==> config.mk <==
export PLATFORM = sky130hd
export DESIGN_NAME = branch_pc_sequencer
export DESIGN_NICKNAME = d
export VERILOG_FILES = /design/src/rtl/branch_pc_sequencer.sv
export SDC_FILE = /design/constraint.sdc
export NUM_CORES = 1
export LEC_CHECK = 0
export ABC_CLOCK_PERIOD_IN_PS = 3200
export CAP_MARGIN = 20
export CORE_UTILIZATION = 64
export CTS_CLUSTER_DIAMETER = 80
export DETAILED_ROUTE_END_ITERATION = 7
export DONT_BUFFER_PORTS = 1
export MAX_ROUTING_LAYER = met4
export PLACE_DENSITY_LB_ADDON = 0.12
export SLEW_MARGIN = 20
export SYNTH_ARGS = -nofsm -noshare
export SYNTH_HDL_FRONTEND = slang
export SYNTH_SLANG_ARGS = --single-unit
export TNS_END_PERCENT = 50
==> constraint.sdc <==
create_clock -name clock -period 3.2 [get_ports clock]
set_input_delay 0.64 -clock clock [delete_from_list [all_inputs] [get_ports clock]]
set_output_delay 0.64 -clock clock [all_outputs]
set_load 0.01 [all_outputs]
==> src/rtl/branch_pc_sequencer.sv <==
// ---------------------------------------------------------------------------
// branch_pc_sequencer
//
// Per-thread program counter sequencer at the Controller end of the branch
// path. A round-robin slot counter picks one thread per cycle. For that thread
// the next PC is chosen from the restart request, the first-visit start PC,
// an I/O re-issue, the OR-reduced branch target or a plain increment. The
// choice is written back to the thread's PC slot and issued to fetch one cycle
// later.
//
// Ports
//   clock               in   system clock, all state on rising edge
//   reset_n             in   asynchronous, active-low reset
//   jump                in   branch taken for the current slot's thread
//   branch_destination  in   branch target, used only when jump=1
//   IO_ready_previous   in   0 = previous instruction annulled, re-issue it
//   restart             in   force restart_thread's PC to restart_pc
//   restart_thread      in   thread to force
//   restart_pc          in   PC to force
//   PC                  out  registered PC issued to fetch
//   PC_thread           out  thread owning PC
//   PC_valid            out  PC / PC_thread valid this cycle
// ---------------------------------------------------------------------------
module branch_pc_sequencer #(
  parameter int PC_WIDTH          = 10,
  parameter int THREAD_COUNT      = 8,
  parameter int THREAD_ADDR_WIDTH = 3,
  parameter int INITIAL_THREAD    = 0,
  parameter int START_PC          = 0
) (
  input  logic                         clock,
  input  logic                         reset_n,
  input  logic                         jump,
  input  logic [PC_WIDTH-1:0]          branch_destination,
  input  logic                         IO_ready_previous,
  input  logic                         restart,
  input  logic [THREAD_ADDR_WIDTH-1:0] restart_thread,
  input  logic [PC_WIDTH-1:0]          restart_pc,
  output logic [PC_WIDTH-1:0]          PC,
  output logic [THREAD_ADDR_WIDTH-1:0] PC_thread,
  output logic                         PC_valid
);

  localparam logic [THREAD_ADDR_WIDTH-1:0] LAST_SLOT = THREAD_ADDR_WIDTH'(THREAD_COUNT - 1);

  logic [THREAD_ADDR_WIDTH-1:0] r_slot;
  logic [PC_WIDTH-1:0]          r_pc_mem [THREAD_COUNT];
  logic [THREAD_COUNT-1:0]      r_started;

  logic [THREAD_ADDR_WIDTH-1:0] w_slot_next;
  logic [PC_WIDTH-1:0]          w_cur_pc;
  logic [PC_WIDTH-1:0]          w_next_pc;
  logic                         w_restart_self;
  logic                         w_restart_other;

  // Next-PC select for the thread owning the current slot.
  always_comb begin
    w_cur_pc        = r_pc_mem[r_slot];
    w_restart_self  = restart && (restart_thread == r_slot);
    w_restart_other = restart && (restart_thread != r_slot);
    w_slot_next     = (r_slot == LAST_SLOT) ? '0 : r_slot + 1'b1;

    if (w_restart_self) begin
      w_next_pc = restart_pc;
    end else if (!r_started[r_slot]) begin
      // First visit since reset issues the start PC regardless of inputs,
      // which still describe nothing this thread has executed.
      w_next_pc = w_cur_pc;
    end else if (!IO_ready_previous) begin
      w_next_pc = w_cur_pc;
    end else if (jump) begin
      w_next_pc = branch_destination;
    end else begin
      // Wraps all-ones to zero by truncation.
      w_next_pc = w_cur_pc + PC_WIDTH'(1);
    end
  end

  // NOTE: every register here, including the per-thread PC array, needs a
  // defined post-reset value (threads start from START_PC), so the array sits
  // in the reset branch rather than being inferred as an unreset RAM.
  always_ff @(posedge clock or negedge reset_n) begin
    if (!reset_n) begin
      r_slot    <= THREAD_ADDR_WIDTH'(INITIAL_THREAD);
      r_started <= '0;
      for (int i = 0; i < THREAD_COUNT; i++) begin
        r_pc_mem[i] <= PC_WIDTH'(START_PC);
      end
      PC        <= '0;
      PC_thread <= '0;
      PC_valid  <= 1'b0;
    end else begin
      // NOTE: non-blocking assignments keep every read above on the pre-edge
      // values, so the slot write and the restart write cannot race.
      r_slot             <= w_slot_next;
      r_pc_mem[r_slot]   <= w_next_pc;
      r_started[r_slot]  <= 1'b1;
      // A restart aimed at another thread never shares an index with the
      // slot write, so both updates land in the same cycle.
      if (w_restart_other) begin
        r_pc_mem[restart_thread]  <= restart_pc;
        r_started[restart_thread] <= 1'b1;
      end
      PC        <= w_next_pc;
      PC_thread <= r_slot;
      PC_valid  <= 1'b1;
    end
  end

endmodule

# Yosys cells after proc, flatten, opt, wreduce, memory -nomap -nowiden
# Index checks and enable logic that the tools add are counted.
# totals
register_bits,105
input_bits,28
out_inout_bits,14
elab_cells,58
# op_classes
add_sub_neg,2
n_lt_le_gt_ge,8
eq_ne,3
muxes,22
bitwise_logic,4
n_reduce_logical,6
# ops
operator,n
80-bit bitwise mux,2
10-bit two-way mux,8
80-bit two-way mux,1
10-bit demux with 3-bit select,2
10-bit binary-select mux with 3-bit select,1
8-bit OR,2
10-bit by 1-bit adder with 10-bit output (second input constant),1
4-bit greater-or-equal comparator (second input constant),2
3-bit by 4-bit less-than comparator with 1-bit output (second input constant),2
4-bit by 1-bit less-than comparator with 1-bit output (second input constant),2
8-bit two-way mux,1
3-bit NOT with 4-bit output,2
1-bit demux with 3-bit select,2
3-bit by 1-bit greater-or-equal comparator with 1-bit output (second input constant),2
1-bit logical AND,6
3-bit by 1-bit adder with 3-bit output (second input constant),1
1-bit binary-select mux with 3-bit select,1
3-bit equality test,1
3-bit equality test (second input constant),1
1-bit two-way mux,3
3-bit two-way mux,1
3-bit != test,1

# Longest topological paths before layout
# Gate-level depths: netlist (run 1).
# depth
ltp_word,12
ltp_mapped,14
ltp_nobuf,9

# Least setup slack after synthesis (run 1)
# OpenSTA, ideal clock, no wires.
# synth_path
kind,reg-to-reg
startpoint,register r_slot[1]
endpoint,register r_pc_mem[8] (netlist name)
setup_time_ns,0.135
t_arrival_ns,2.597
required_time_ns,3.065
setup_slack_ns,0.468
stages_incl_launch_ff,14
path_buffers,4
synth_period_minus_slack_ns,2.732
cell_sequence,dfrtp_1 buf_6 buf_6 buf_6 buf_6 mux4_2 nand2_1 nand2_1 ha_1 nand2_1 or4b_4 mux2i_1 a21boi_2 a21oi_1
# synth_via
elab_chain_len,12
word_cells_on_any_way,23
cone_classes,add/sub: 1; order compare: 2; eq/ne: 2; mux: 14; bitwise: 1; reduce/logical: 3
# synth_lines
element,line_no,rtl
from (decl),46,logic [THREAD_ADDR_WIDTH-1:0] r_slot;
from (signal assigned),84,r_slot <= THREAD_ADDR_WIDTH'(INITIAL_THREAD);
from (signal assigned),95,r_slot <= w_slot_next;
3-bit NOT with 4-bit output (not written as such),"58, 96",
10-bit binary-select mux with 3-bit select,58,w_cur_pc = r_pc_mem[r_slot];
10-bit two-way mux (not written as such) (2 in series),58,
10-bit by 1-bit adder with 10-bit output,75,w_next_pc = w_cur_pc + PC_WIDTH'(1);
10-bit two-way mux,71,end else if (jump) begin
10-bit two-way mux,69,end else if (!IO_ready_previous) begin
10-bit two-way mux,65,end else if (!r_started[r_slot]) begin
10-bit two-way mux,63,if (w_restart_self) begin
80-bit bitwise mux,96,r_pc_mem[r_slot] <= w_next_pc;
80-bit bitwise mux,101,r_pc_mem[restart_thread] <= restart_pc;
80-bit two-way mux *,100,if (w_restart_other) begin
"to (signal, indexed assignment)",87,r_pc_mem[i] <= PC_WIDTH'(START_PC);
"to (signal, indexed assignment)",96,
"to (signal, indexed assignment)",101,
to (decl),47,logic [PC_WIDTH-1:0] r_pc_mem [THREAD_COUNT];
# Mark *: on every way between the ends. The rest lies on a longest branch, timed or not. The select of a mux whose other input is x is not followed.

# Worst setup path after layout (run 1)
# layout_path
startpoint,register r_slot[2]
endpoint,register r_pc_mem[8] (netlist name)
# The elaborated chain is that of the path after synthesis.

==> results.sh, run 1 <==
export IMPL_status="complete, but fails checks"
export IMPL_violations="design-rule violations"
export IMPL_clockBufferDepth=2
export IMPL_synth_nets=653
export IMPL_clock_root_buffer="clkbuf_8"
export IMPL_fillers=668
export IMPL_drv_slew=0
export IMPL_crit_fanout=31
export IMPL_vdd_drop_max_uv=347
export IMPL_via_per_inst=7.42
export IMPL_final_util_pct=72.1
export IMPL_drc=6
export IMPL_yosysSeqAreaShare_pct=44.7
export IMPL_clk_pin_slew_ns=0.12
export IMPL_hp_class="primary input to async pin"
export IMPL_netlist_area_um2=5880
export IMPL_row_count=34
export IMPL_die_w_um=97.9
export IMPL_grt_use_met3_pct=8.95
export IMPL_post_cts_setup_buffers=0
export IMPL_max_slew_margin_pct=39.3
export IMPL_antenna_cells=0
export IMPL_fmax_ghz=0.331
export IMPL_routabilityCongestion=1.00
export IMPL_clk_latency_ns=0.40
export IMPL_p_per_area_nw_per_um2=531
export IMPL_syn_inst=622
export IMPL_die_area_um2=9580
export IMPL_synth_avg_cell_area_um2=9.45
export IMPL_dpl_worst_slack_ns=0.140
export IMPL_grt_overflow=0
export IMPL_cp_num_buf_inv=1
export IMPL_layout_min_cycle_time_ns=3.03
export IMPL_finalPower_mw=3.37
export IMPL_synth_edff_count=0
export IMPL_hold_viol=0
export IMPL_synth_top_area_cell="dfrtp_1"
export IMPL_numClockSinks=105
export IMPL_synth_area_leaders="dfrtp_1 (45%), o21ai_0 (6.4%), a21oi_1 (4.6%)"
export IMPL_crit_required_ns=3.45
export IMPL_initial_core_util_pct=66.8
export IMPL_drive_above_1_share_pct=12.6
export IMPL_grt_usage_pct=42.0
export IMPL_die_h_um=97.9
export IMPL_worst_pin_slew_ns=0.903
export IMPL_cp_arrival_ns=3.28
export IMPL_portBuffers=0
export IMPL_grt_max_degree=106
export IMPL_path_cells="buf_12, mux4_2, nand2b_1, nand2_1, ha_1, nand2_1, or4b_4, mux2i_1, a21boi_2, a21oi_1"
export IMPL_start_kind="flop"
export IMPL_cts_inserted_buffers=9
export IMPL_antenna_found_initial=0
export IMPL_htreeDepth=3
export IMPL_critPathCaptureType="flop"
export IMPL_setup_ws_ns=0.174
export IMPL_area_delta_synth_final_pct=7.89
export IMPL_wl_per_cell_um=25.3
export IMPL_synth_seq_cells=105
export IMPL_grt_pass1_wl_um=29500
export IMPL_use_met1_pct=58.8
export IMPL_timing_critical_path_mode_cell="nand2_1"
export IMPL_final_nets=652
export IMPL_worst_clock_skew_ns=0.0238
export IMPL_first_pass_iters=8
export IMPL_fp_coreArea_um2=8810
export IMPL_synth_async_sr_flop_share_pct=100
export IMPL_critical_path_class="flop to flop"
export IMPL_dpl_hpwl_um=12700
export IMPL_first_iter_violations=577
export IMPL_synth_ff_type="dfrtp_1"
export IMPL_power_leakage_nw=2.54
export IMPL_final_common_cell="dfrtp_1"
export IMPL_reg2reg_slack_ns=0.17
export IMPL_crit_slowest_cell="or4b_4"
export IMPL_final_setup_tns_ns=0
export IMPL_max_stage_delay_ns=0.51
export IMPL_ios=42
export IMPL_whs_ns=0.149
export IMPL_grt_pass1_vias=5060
export IMPL_synth_top_area_share_pct=44.7
export IMPL_routed_via_count=5449
export IMPL_period_share_pct=94.6
export IMPL_setup_viol=0
export IMPL_gr_max_usage_layer="met2"
export IMPL_grt_setup_unrepaired="false"
export IMPL_drtAntennaViolNets=0
export IMPL_use_met2_pct=59.4
export IMPL_mostFrequentLayoutCells="dfrtp_1 (103), o21ai_0 (75), a21oi_1 (53)"
export IMPL_synth_cell_type_count=65
export IMPL_crit_family="simple AND/OR/NAND/NOR gates"
export IMPL_wl_um=18500
export IMPL_maxCapViolCount=0
export IMPL_cts_tree="done"
export IMPL_synth_warnings=0
-- sequential cells by signal, summed over array words and instances, names as in the netlist --
register / cells
PC: 10
r_slot: 3
PC_thread: 3
r_started: 8
PC_valid: 1
r_pc_mem: 80
-- worst register-to-register path, stage by stage (launching register included) --
cell and delay (ns):
dfrtp_2 0.46, buf_12 0.18, mux4_2 0.34, nand2b_1 0.05
nand2_1 0.22, ha_1 0.25, nand2_1 0.10, or4b_4 0.51
mux2i_1 0.15, a21boi_2 0.47, a21oi_1 0.15
-- per-stage QoR --
stage | instance area [um^2] | instances
after detailed placement | 6100 | 717
after global placement | 6100 | 717
after global routing | 6340 | 734
after CTS | 6330 | 734
final | 6340 | 734
after floorplan | 5880 | 622
-- cells by family after synthesis --
group,after synthesis,synth area share [%]
buf+inv,58,4.49
xor+xnor,3,0.447
other cells,1,0.0638
flops,105,44.7
compound gates,225,24.0
fa+ha+maj,3,0.638
mux,35,8.34
simple gates,192,17.4
-- cells in the mapped netlist, types with 3 or more instances --
cell type	count
o21ai_1	9
inv_1	10
nand3_1	16
ha_1	3
a21oi_1	54
nand2b_1	12
a22oi_1	30
a32oi_1	3
or3_1	36
and3_1	16
a21o_1	8
buf_1	7
and2_1	5
nor3_1	6
o211ai_1	4
nand2_1	42
nor2b_1	8
mux4_2	11
o311ai_1	7
nor2_1	34
buf_4	3
mux2i_1	22
o21ai_0	75
buf_6	4
o31ai_1	10
xor2_1	3
a311oi_1	3
clkbuf_1	30
dfrtp_1	105
buf_2	4
-- area by class of cell --
class / instances / area (um^2) / area share [%]
multi-input cells: 459 / 3010 / 47.4
flip-flops and latches: 105 / 2630 / 41.5
repair buffers: 36 / 328 / 5.17
clock buffers: 10 / 138 / 2.17
well taps: 108 / 135 / 2.13
clock inverters: 6 / 68.8 / 1.08
inverters: 10 / 37.5 / 0.592
-- where the power goes --
part	switching, mW	total [mW]	leakage [nW]	internal, mW
registers	0.157	1.73	1.20	1.57
logic	0.446	0.789	1.24	0.343
clock network	0.528	0.855	0.101	0.327
total	1.13	3.37	2.54	2.24
-- final timing paths --
path,start,cells past startpoint,endpoint
min in group clock,restart_pc[9],2,PC[9]
worst min register to register,r_slot[2],0,PC_thread[2]
max in group asynchronous,reset_n,1,r_slot[2]
worst max-delay path,r_slot[2],10,r_pc_mem[8]
worst max register to register,r_slot[2],10,r_pc_mem[8]
worst min-delay path,reset_n,1,r_pc_mem[46]
-- layer usage --
| layer | up-vias | part of all wire [%] |
|---|---|---|
| met5 | - | 0 |
| met4 | 0 | 4.2 |
| met3 | 65 | 12 |
| met2 | 397 | 44 |
| met1 | 2676 | 40 |
| li1 | 2311 | - |
-- timing repair --
item	in CTS	in global routing
resized for setup	0	3
setup endpoints to repair	0	40
hold buffers	1	0
hold endpoints to repair	105	0
No activity file was read; power rests on OpenSTA's default activity.
==> run 2, diff against run 1 <==
- CELL_PAD_IN_SITES_DETAIL_PLACEMENT: not set -> 1
- CELL_PAD_IN_SITES_GLOBAL_PLACEMENT: not set -> 1
- CORE_MARGIN: not set -> 4
- CORE_UTILIZATION: 64 -> 50
==> run 2 against run 1 <==
The run now ends clean. Cell count increased by 3.8%. Clock skew decreased by 0.014 ns. Die area increased by 42%. Core utilization decreased by 16 points. Design area increased by 2.0%. Sequential power about the same. Worst hold slack improved by 0.047 ns. Clock-buffer cell count unchanged. Critical path type unchanged. Critical endpoint is now r_pc_mem[77]. Largest cell class unchanged.
==> results.sh, run 2 (synthesis results as in run 1) <==
export IMPL_cts_tree="done"
export IMPL_htreeDepth=3
export IMPL_ios=42
export IMPL_largest_reg_flops=80
export IMPL_period_share_pct=96.1
export IMPL_cp_arrival_ns=3.34
export IMPL_top_register="r_pc_mem"
export IMPL_max_slew_margin_pct=46.5
export IMPL_fmax_ghz=0.325
export IMPL_drive_above_1_share_pct=12.1
export IMPL_area_delta_synth_final_pct=10.1
export IMPL_wl_um=20500
export IMPL_final_setup_tns_ns=0
export IMPL_grt_pass1_wl_um=31900
export IMPL_power_leakage_nw=2.57
export IMPL_drc=0
export IMPL_vdd_drop_max_uv=539
export IMPL_r2r_start="r_slot[2]"
export IMPL_die_area_um2=13600
export IMPL_routabilityCongestion=0.901
export IMPL_r2r_end="r_pc_mem[77]"
export IMPL_design_area_um2=6470
export IMPL_crit_fanout=25
export IMPL_layout_min_cycle_time_ns=3.08
export IMPL_finalPower_mw=3.64
export IMPL_reg2regPathDepth=9
export IMPL_drtAntennaViolNets=0
export IMPL_status="finished clean"
export IMPL_wl_per_cell_um=26.9
export IMPL_portBuffers=0
export IMPL_first_iter_violations=322
export IMPL_hp_class="primary input to async pin"
export IMPL_start_kind="flop"
export IMPL_antenna_found_initial=0
export IMPL_dpl_worst_slack_ns=0.0183
export IMPL_clock_root_buffer="clkbuf_16"
export IMPL_worst_clock_skew_ns=0.00991
export IMPL_final_util_pct=56.4
export IMPL_placed_cell_area_um2=6100
export IMPL_grt_pass1_vias=5560
export IMPL_final_common_cell="dfrtp_1"
export IMPL_largest_registers="r_pc_mem (80), PC (10), r_started (8)"
export IMPL_worst_pin_slew_ns=0.796
export IMPL_via_per_inst=6.80
export IMPL_dpl_hpwl_um=14200
export IMPL_post_cts_setup_buffers=0
export IMPL_critPathCaptureType="flop"
export IMPL_grt_usage_pct=32.6
export IMPL_final_nets=645
export IMPL_stdcell_count=762
export IMPL_numClockSinks=105
export IMPL_whs_ns=0.196
export IMPL_clockBufferDepth=2
export IMPL_grt_max_degree=106
export IMPL_reg2reg_slack_ns=0.12
export IMPL_dp_cells=745
export IMPL_startpoint="r_slot[2]"
export IMPL_grt_overflow=0
export IMPL_maxCapViolCount=0
export IMPL_clk_pin_slew_ns=0.08
export IMPL_initial_core_util_pct=51.3
export IMPL_die_w_um=116
export IMPL_mostFrequentLayoutCells="dfrtp_1 (104), o21ai_0 (75), a21oi_1 (54)"
export IMPL_antenna_cells=0
export IMPL_routed_via_count=5181
export IMPL_die_h_um=116
export IMPL_drv_slew=0
export IMPL_row_count=39
export IMPL_crit_required_ns=3.47
export IMPL_fp_coreArea_um2=11500
export IMPL_critical_path_class="flop to flop"
export IMPL_first_pass_iters=4
export IMPL_hold_viol=0
export IMPL_setup_viol=0
export IMPL_fillers=1275
export IMPL_setup_ws_ns=0.125
export IMPL_p_per_area_nw_per_um2=563
export IMPL_cts_inserted_buffers=9
export IMPL_clk_latency_ns=0.36
==> run 2: critical path, cell delays in order (launching register included) <==
cell and delay, ns:
dfrtp_4 0.59, buf_12 0.21, nor3b_2 0.21, buf_4 0.31, a22oi_1 0.16, nand2_1 0.19
nand3_1 0.10, o311ai_0 0.49, nand3_2 0.36, o31ai_1 0.34
==> run 2: worst max-delay path by stage <==
| stage | endpoint | slack (ns) | cells after the start |
|---|---|---|---|
| finish | r_pc_mem[77] | 0.12 | 9 |
| global route | r_pc_mem[77] | -0.11 | 9 |
| CTS | r_pc_mem[4] | 0.07 | 8 |
| detailed placement | r_pc_mem[16] | 0.02 | 8 |
| global placement | r_pc_mem[64] | 0.16 | 8 |
| floorplan | r_pc_mem[8] | 0.47 | 13 |
==> run 2: what timing repair did <==
action	CTS	global route
hold buffers	1	0
hold endpoints to repair	105	0
gates resized for setup	1	7
setup endpoints to repair	1	33
==> run 2: final cells by class <==
type	count	area, um^2	share of cell area, %
Inverter	10	37.5	0.580
Multi-Input combinational cell	459	3040	47.0
Clock inverter	6	58.8	0.909
Clock buffer	10	239	3.69
Sequential cell	105	2630	40.7
Tap cell	143	179	2.76
Timing Repair Buffer	29	288	4.45
==> run 2: routing by layer <==
layer / share of wire [%] / vias to the layer above / GRT usage, %
met5: 0 / - / -
met1: 41 / 2670 / 39.9
li1: - / 2297 / -
met2: 50 / 171 / 52.9
met3: 5.7 / 43 / 7.31
met4: 2.9 / 0 / 12.5
==> run 2: power by group <==
part | switching (mW) | internal [mW]
Sequential | 0.161 | 1.57
Combinational | 0.454 | 0.349
Clock | 0.542 | 0.566
Total | 1.16 | 2.49
==> run 3, diff against run 2 <==
- SLEW_MARGIN: 20 -> not set
==> run 3 against run 2 <==
Global-route usage unchanged. Maximum frequency fell by 0.11%. Critical path depth unchanged. Via count increased by 0.97%. Register-to-register slack about the same. Critical path type unchanged. Largest cell class unchanged.
==> results.sh, run 3 (synthesis results as in run 1) <==
export IMPL_r2r_start="r_slot[2]"
export IMPL_cp_arrival_ns=3.34
export IMPL_die_h_um=116
export IMPL_initial_core_util_pct=51.3
export IMPL_setup_viol=0
export IMPL_setup_ws_ns=0.121
export IMPL_fmax_ghz=0.325
export IMPL_mostFrequentLayoutCells="dfrtp_1 (104), o21ai_0 (75), a21oi_1 (54)"
export IMPL_critical_path_class="flop to flop"
export IMPL_clkPwrFrac_pct=30.4
export IMPL_grt_overflow=0
export IMPL_clk_latency_ns=0.36
export IMPL_power_leakage_nw=2.57
export IMPL_critPathCaptureType="flop"
export IMPL_r2r_end="r_pc_mem[77]"
export IMPL_ios=42
export IMPL_status="finished clean"
export IMPL_maxCapViolCount=0
export IMPL_wl_um=20600
export IMPL_clockBufferDepth=2
export IMPL_pwr_share_comb_pct=22.1
export IMPL_whs_ns=0.236
export IMPL_final_util_pct=56.5
export IMPL_crit_family="compound AO/OA/AOI/OAI gates"
export IMPL_area_delta_synth_final_pct=10.1
export IMPL_fp_coreArea_um2=11500
export IMPL_layout_min_cycle_time_ns=3.08
export IMPL_grt_usage_pct=32.6
export IMPL_grt_pass1_wl_um=31900
export IMPL_hp_class="primary input to async pin"
export IMPL_hold_viol=0
export IMPL_cp_num_buf_inv=2
export IMPL_grt_pass1_vias=5560
export IMPL_die_w_um=116
export IMPL_crit_slowest_cell="dfrtp_4"
export IMPL_drive_above_1_share_pct=12.1
export IMPL_antenna_found_initial=0
export IMPL_p_seq_share_pct=47.5
export IMPL_dpl_hpwl_um=14200
export IMPL_wl_per_cell_um=27.0
export IMPL_worst_pin_slew_ns=0.805
export IMPL_final_nets=646
export IMPL_largest_registers="r_pc_mem (80), PC (10), r_started (8)"
export IMPL_reg2reg_slack_ns=0.12
export IMPL_finalPower_mw=3.65
export IMPL_dpl_worst_slack_ns=0.0183
export IMPL_period_share_pct=96.2
export IMPL_p_sw_share_pct=31.8
export IMPL_die_area_um2=13600
export IMPL_top_register="r_pc_mem"
export IMPL_drc=0
export IMPL_multi_input_area_um2=3030
export IMPL_drv_slew=0
export IMPL_via_per_inst=6.86
export IMPL_htreeDepth=3
export IMPL_largest_reg_flops=80
export IMPL_start_kind="flop"
export IMPL_max_stage_delay_ns=0.59
export IMPL_drtAntennaViolNets=0
export IMPL_routabilityCongestion=0.901
export IMPL_first_pass_iters=5
export IMPL_p_per_area_nw_per_um2=563
export IMPL_fillers=1275
export IMPL_antenna_cells=0
export IMPL_p_sw_mw=1.16
export IMPL_register_area_um2=2630
export IMPL_worst_clock_skew_ns=0.0103
export IMPL_final_common_cell="dfrtp_1"
export IMPL_row_count=39
export IMPL_reg2regPathDepth=9
export IMPL_routed_via_count=5231
export IMPL_cts_tree="done"
export IMPL_p_int_mw=2.49
export IMPL_crit_fanout=25
export IMPL_cts_inserted_buffers=9
export IMPL_crit_required_ns=3.47
export IMPL_numClockSinks=105
export IMPL_portBuffers=0
export IMPL_first_iter_violations=331
export IMPL_vdd_drop_max_uv=535
export IMPL_clk_pin_slew_ns=0.08
export IMPL_clock_root_buffer="clkbuf_16"
export IMPL_path_cells="buf_12, nor3b_2, buf_4, a22oi_1, nand2_1, nand3_1, o311ai_0, nand3_2, o31ai_1"
export IMPL_max_slew_margin_pct=45.9
export IMPL_grt_max_degree=106
## run 3: layout make-up
class,instances,area share [%]
Timing Repair Buffer,30,4.56
Clock inverter,6,0.908
Clock buffer,10,3.69
Tap cell,143,2.76
Inverter,10,0.580
Multi-Input combinational cell,459,46.9
Sequential cell,105,40.6
## run 3: per-stage QoR
| stage | std cells | cell area (um^2) | setup TNS, ns |
|---|---|---|---|
| 3_3_place_gp | 745 | 6100 | 0 |
| 2_1_floorplan | 622 | 5880 | 0 |
| 4_1_cts | 762 | 6440 | 0 |
| 5_1_grt | 763 | 6470 | -0.566 |
| 6_report | 763 | 6470 | 0 |
| 3_5_place_dp | 745 | 6100 | 0 |
## run 3: power groups by stage
stage	logic [mW]	clock network [mW]	registers, mW
after global routing	0.888	1.19	1.76
after floorplan	0.575	0	1.69
after detailed placement	0.745	0	1.75
after global placement	0.702	0	1.74
after CTS	0.787	1.12	1.73
final	0.806	1.11	1.73
## run 3: worst max path at each step
stage | slack [ns] | cells after the start | start | to
after floorplan | 0.47 | 13 | r_slot[1] | r_pc_mem[8]
after global placement | 0.16 | 8 | r_slot[2] | r_pc_mem[64]
after detailed placement | 0.02 | 8 | r_slot[2] | r_pc_mem[16]
after CTS | 0.07 | 8 | r_slot[2] | r_pc_mem[4]
after global routing | -0.11 | 9 | r_slot[2] | r_pc_mem[77]
final | 0.12 | 9 | r_slot[2] | r_pc_mem[77]
## run 3: metal layers
layer | share of wire (%) | track usage (%)
met5 | 0 | -
met4 | 2.8 | 12.5
met3 | 5.6 | 7.31
met2 | 50 | 52.9
met1 | 41 | 39.9
## run 3: what timing repair did
item | in CTS | in global routing
hold buffers | 1 | 0
setup endpoints to repair | 1 | 33
gates resized for setup | 1 | 7
setup buffers | 0 | 0
endpoints found under the hold margin | 105 | 0
gates cloned | 0 | 0
